### src/rtl/rram_ctrl_pkg.sv
// Shared types and default widths for the RRAM write-verify controller.
package rram_ctrl_pkg;

  localparam int DEF_DATA_WIDTH = 16;
  localparam int DEF_ADDR_WIDTH = 4;

  typedef enum logic [2:0] {
    IDLE,
    WRITE,
    VREAD,
    VCHECK,
    READ,
    RWAIT,
    RESP
  } state_e;

  typedef enum logic {
    OP_READ,
    OP_WRITE
  } op_e;

endpackage

### src/rtl/rram_wv_stats.sv
// Saturating 32-bit event counters for the write-verify controller:
// index 0 = WRITE cycles, 1 = retries, 2 = failed responses.
module rram_wv_stats (
  input  logic        clk0,
  input  logic        rstb0,
  input  logic        inc_write,
  input  logic        inc_retry,
  input  logic        inc_fail,
  output logic [31:0] stat_writes,
  output logic [31:0] stat_retries,
  output logic [31:0] stat_fails
);

  logic [2:0]       inc;
  logic [2:0][31:0] cnt_q;

  assign inc = {inc_fail, inc_retry, inc_write};

  // Each counter sticks at all-ones instead of wrapping.
  always_ff @(posedge clk0 or negedge rstb0) begin
    if (!rstb0) begin
      cnt_q <= '0;
    end else begin
      for (int i = 0; i < 3; i++) begin
        if (inc[i] && (cnt_q[i] != 32'hFFFF_FFFF)) cnt_q[i] <= cnt_q[i] + 32'd1;
      end
    end
  end

  assign stat_writes  = cnt_q[0];
  assign stat_retries = cnt_q[1];
  assign stat_fails   = cnt_q[2];

endmodule

### src/rtl/rram_write_verify_ctrl.sv
// Write-verify sequencer in front of a single-port RRAM macro. Writes are
// read back and compared, re-written on mismatch up to MAX_TRIES times;
// reads pass straight through. Macro command outputs are registered and
// loaded from the next state, so each command occupies exactly the cycle
// of its state. Optional counters: define RRAM_WV_STATS_EN.
module rram_write_verify_ctrl
  import rram_ctrl_pkg::*;
#(
  parameter int DATA_WIDTH = DEF_DATA_WIDTH,
  parameter int ADDR_WIDTH = DEF_ADDR_WIDTH,
  parameter int MAX_TRIES  = 4,
  localparam int TW        = $clog2(MAX_TRIES + 1)
) (
  input  logic                  clk0,
  input  logic                  rstb0,
  input  logic                  req_valid,
  output logic                  req_ready,
  input  logic                  req_write,
  input  logic [ADDR_WIDTH-1:0] req_addr,
  input  logic [DATA_WIDTH-1:0] req_wdata,
  output logic                  rsp_valid,
  input  logic                  rsp_ready,
  output logic [DATA_WIDTH-1:0] rsp_rdata,
  output logic                  rsp_err,
  output logic [TW-1:0]         rsp_tries,
  output logic                  mem_csb0,
  output logic                  mem_web0,
  output logic [ADDR_WIDTH-1:0] mem_addr0,
  output logic [DATA_WIDTH-1:0] mem_din0,
  input  logic [DATA_WIDTH-1:0] mem_dout0
`ifdef RRAM_WV_STATS_EN
  ,
  output logic [31:0]           stat_writes,
  output logic [31:0]           stat_retries,
  output logic [31:0]           stat_fails
`endif
);

  state_e                state_q, state_n;
  op_e                   op_q;
  logic [DATA_WIDTH-1:0] wdata_q;
  logic [DATA_WIDTH-1:0] rdata_q;
  logic [TW-1:0]         tries_q;
  logic                  err_q;
  logic                  accept;
  logic                  match;
  logic                  can_retry;

  assign req_ready = (state_q == IDLE);
  assign accept    = req_ready && req_valid;
  assign can_retry = (tries_q < TW'(MAX_TRIES));
  assign rsp_valid = (state_q == RESP);
  assign rsp_rdata = rdata_q;
  assign rsp_err   = err_q;
  assign rsp_tries = (op_q == OP_WRITE) ? tries_q : '0;

  // State register.
  always_ff @(posedge clk0 or negedge rstb0) begin
    if (!rstb0) state_q <= IDLE;
    else        state_q <= state_n;
  end

  // Next state; an unknown read-back falls into the mismatch branch.
  always_comb begin
    state_n = state_q;
    match   = 1'b0;
    if (mem_dout0 == wdata_q) match = 1'b1;
    case (state_q)
      IDLE:   if (accept) state_n = req_write ? WRITE : READ;
      WRITE:  state_n = VREAD;
      VREAD:  state_n = VCHECK;
      VCHECK: state_n = (match || !can_retry) ? RESP : WRITE;
      READ:   state_n = RWAIT;
      RWAIT:  state_n = RESP;
      RESP:   if (rsp_ready) state_n = IDLE;
      default: state_n = IDLE;
    endcase
  end

  // Request latches, attempt count and response capture.
  always_ff @(posedge clk0 or negedge rstb0) begin
    if (!rstb0) begin
      op_q    <= OP_READ;
      wdata_q <= '0;
      rdata_q <= '0;
      tries_q <= '0;
      err_q   <= 1'b0;
    end else begin
      if (accept) begin
        op_q    <= req_write ? OP_WRITE : OP_READ;
        wdata_q <= req_wdata;
        tries_q <= '0;
        err_q   <= 1'b0;
      end
      if (state_q == WRITE) tries_q <= tries_q + TW'(1);
      if (state_q == VCHECK) begin
        rdata_q <= mem_dout0;
        err_q   <= !match && !can_retry;
      end
      if (state_q == RWAIT) rdata_q <= mem_dout0;
    end
  end

  // Macro command registers, driven from the state being entered.
  always_ff @(posedge clk0 or negedge rstb0) begin
    if (!rstb0) begin
      mem_csb0  <= 1'b1;
      mem_web0  <= 1'b1;
      mem_addr0 <= '0;
      mem_din0  <= '0;
    end else begin
      mem_csb0 <= !(state_n inside {WRITE, VREAD, READ});
      mem_web0 <= (state_n != WRITE);
      if (accept) begin
        mem_addr0 <= req_addr;
        mem_din0  <= req_wdata;
      end
    end
  end

`ifdef RRAM_WV_STATS_EN
  rram_wv_stats u_stats (
    .clk0         (clk0),
    .rstb0        (rstb0),
    .inc_write    (state_q == WRITE),
    .inc_retry    ((state_q == VCHECK) && !match && can_retry),
    .inc_fail     ((state_q == VCHECK) && !match && !can_retry),
    .stat_writes  (stat_writes),
    .stat_retries (stat_retries),
    .stat_fails   (stat_fails)
  );
`endif

endmodule

### config.mk
export PLATFORM = sky130hd
export DESIGN_NAME = rram_write_verify_ctrl
export DESIGN_NICKNAME = d
export VERILOG_FILES = /design/src/rtl/rram_ctrl_pkg.sv /design/src/rtl/rram_wv_stats.sv /design/src/rtl/rram_write_verify_ctrl.sv
export SDC_FILE = /design/constraint.sdc
export NUM_CORES = 1
export LEC_CHECK = 0
export CAP_MARGIN = 40
export CORE_MARGIN = 2
export CORE_UTILIZATION = 39
export CTS_CLUSTER_DIAMETER = 150
export DETAILED_ROUTE_END_ITERATION = 10
export PLACE_DENSITY = 0.76
export SETUP_SLACK_MARGIN = 0.02
export SYNTH_ARGS = -nofsm -noshare
export SYNTH_HDL_FRONTEND = slang
export SYNTH_HIERARCHICAL = 1
export SYNTH_SLANG_ARGS = --single-unit
### constraint.sdc
create_clock -name clk0 -period 1.6 [get_ports clk0]
set_clock_uncertainty 0.1 [all_clocks]
set_input_delay 0.32 -clock clk0 [delete_from_list [all_inputs] [get_ports clk0]]
set_output_delay 0.32 -clock clk0 [all_outputs]
set_load 0.02 [all_outputs]
==> results.md <==
* Status: finished, violations left
* Failing checks: setup timing
* Yosys reg bits at 46
* Yosys top cell area share at between 50% and 60%
* Final Power at roughly 8 mW
* Final setup viols at 7
* Core area at approximately 0.0052 mm2
* Site Rows at 26
* Worst hold slack at approximately 0.22 ns
* Initial antenna violation count at 0
* Mapped cell area at 0.00211 mm2
* Area Growth Syn to Fin at 72.2%
* Clock latency on the worst-skew pair at roughly 0.3 ns
* CTS root buf: clkbuf_8
* Crit path largest cell delay at 0.42 ns
* CP Class: flop to flop
* Most common cell after layout, fill and taps aside: mux2_4
* Post-route worst setup slack at -0.117 ns
* MaxCap Viol Count at 0
* Via-to-Cell Ratio at 4.90
* FMAX at 583 MHz
* Required @ worst endpoint at about 1.7 ns
* Reg2Reg Launch Point: wdata_q[0]
* Synth warnings at 6
* Share of cells above drive strength 1 at between 40% and 50%
* Peak supply drop at between 0.001 and 0.0015 V
* CP top delay family: simple AND/OR/NAND/NOR gates
* Initial drt markers at 83
* First drt pass iteration count at 4
* Via count at approximately 1.7k
* Nets at about 330
* Crit path launch: wdata_q[0]
* Avg Cell Area, Syn at between 10 and 15 um2
* DRC at 0
* Routed Antenna Nets at 0
* Relative slew slack at between 60% and 70%
* Max Buffers Root-to-Sink at 2
* Total congestion overflow at 0
* # IOs at 85
* DR WL/cell at ~15 um
* Bufs and invs on worst path at 0
* RSZ-0062 raised after global routing: true
* Total GRT Usage at 17.9%
* # diodes at 0
* Seq/Total Area, Yosys at 54.7%
* Most frequent cells in the layout: mux2_4 (36), dlygate4sd2_1 (34), dfrtp_1 (34), buf_4 (29), clkdlybuf4s50_1 (28)
* Hold Path Stages at 2
* Critical path arrival at roughly 1.8 ns
* Critical-path maximum fanout at 3
* Clk pin slew, worst setup/hold paths at 0.09 ns
* Post-Synthesis Cells at between 150 and 200
* IO buf count at 84
* Width of the die at between 70 and 80 um
* Worst Hold Launch: mem_dout0[6]
* Post-synth top area cell: dfrtp_1
* H-tree lvl count at 2
* Post-route minimum period at about 1.7 ns
* Vias in the first global route at 1801
* Critical path's slowest cell: dfrtp_1
* Sink Count at between 40 and 50
* Synth Net Count at approximately 200
* Final hold viol count at 0
* Leak Pwr at ~1.7 nW
* Die height at between 70 and 80 um
* Slew @ Worst Pin at slightly below 0.5 ns
* GP Congestion at approximately 0.84
* Top post-synthesis cells by area: dfrtp_1 (52%), mux2_2 (20%), xnor2_1 (6.6%)
* Pwr dens at between 2000 and 2500 mW/mm2
* Total Die Area at between 0.006 and 0.007 mm2
* CP Capture Type: flop
* Period utilisation layout at 107%
* Min-Delay Path Class: input port to flop
* Startpoint types: flop
* Slew Viols, Final at 0
* Largest net degree at the start of global routing at 23
* Final HPWL DP at around 3900 um
* Initial Utilization at 40.8%
* Crit path depth at 5
* Count of cell types in the netlist at 29
* Crit-path cells: xnor2_1 > nand4_1 > nor4_4 > a21boi_2 > a221oi_2
* CTS buffer count at 5
* First-pass GRT wire length at approximately 8500 um
* Reg2Reg Depth at 5
* TritonCTS clock tree: yes
* WL final at around 5300 um
worst reg2reg max path: cells and delay by family (launching register included):
kind	cells	cell delay (ns)
flops	1	0.42
xor+xnor	1	0.17
compound gates	2	0.36
simple gates	2	0.59
logic make-up (layout without fill, tap and decap cells):
group / count (synthesis) / in the layout / synth area share [%]
XOR/XNOR: 17 / 17 / 7.06
AND/OR/NAND/NOR: 30 / 30 / 7.95
multiplexers: 39 / 39 / 20.7
AO/OA/AOI/OAI: 18 / 18 / 5.93
adder cells (fa/ha/maj): 1 / 1 / 0.593
flip-flops: 46 / 46 / 54.7
buffers and inverters: 12 / 135 / 3.03
report_power, final:
| part | total (mW) | switching [mW] | internal [mW] |
|---|---|---|---|
| Clock | 1.01 | 0.389 | 0.625 |
| Sequential | 2.21 | 0.416 | 1.80 |
| Combinational | 4.71 | 2.12 | 2.60 |
metrics by stage:
stage               worst slack (ns)  instances  util, %  area, um2  TNS (ns)
global route                  -0.165        356     70.2       3630     -1.42
finish                        -0.117        356     70.2       3630    -0.388
floorplan                    -0.0693        163        -       2230     -1.29
CTS                           -0.156        352     67.1       3470    -0.589
detailed placement            -0.468        341     64.2       3320     -6.52
global placement              -0.442        341     64.2       3320     -6.50
synthesized netlist by cell type (all sizes together):
master,number
dfrtp,44
mux2,37
xnor2,16
buf,7
nand2,7
o21ai,7
nor2,6
inv,5
and2,4
nand3,4
nand4,4
a21oi,3
dfstp,2
mux2i,2
nor2b,2
nor3,2
a21boi,1
a21o,1
a221oi,1
a22o,1
ha,1
nor4,1
o21a,1
o221ai,1
o31ai,1
o32ai,1
xor2,1
worst paths after layout:
path | end | slack (ns)
worst max-delay path | tries_q[0] | -0.12
worst min-delay path | rsp_rdata[6] | 0.22
worst max register to register | tries_q[0] | -0.12
worst min register to register | rsp_rdata[1] | 0.41
max in group asynchronous | wdata_q[6] | 0.40
min in group asynchronous | state_q[2] | 0.42
sequential cells by signal, summed over array words and instances, names as in the netlist:
| name | flops |
|---|---|
| rsp_err | 1 |
| state_q | 3 |
| mem_addr0 | 4 |
| rsp_rdata | 16 |
| mem_csb0 | 1 |
| op_q | 1 |
| mem_web0 | 1 |
| wdata_q | 16 |
| tries_q | 3 |
layer usage:
layer | part of all wire (%) | track usage (%) | vias to the layer above
met3 | 6.1 | 3.84 | 11
met4 | 1.9 | 7.50 | 0
met2 | 47 | 29.4 | 75
met5 | 0 | 0 | -
met1 | 45 | 22.9 | 841
li1 | - | - | 816
layout make-up:
class,count,area (um2)
Clock buffer,5,68.8
Multi-Input combinational cell,105,1100
Clock inverter,3,68.8
Fill cell,387,1540
Timing Repair Buffer,122,1120
Sequential cell,46,1170
Tap cell,70,87.6
Inverter,5,18.8
what timing repair did:
action | 4_1_cts | 5_1_grt
gates cloned | 0 | 1
pin swaps | 8 | 13
setup buffers | 2 | 4
hold endpoints to repair | 18 | 0
resized for setup | 80 | 54
hold buffers | 1 | 0
setup endpoints to repair | 77 | 59
No activity file was read; power rests on OpenSTA's default activity.
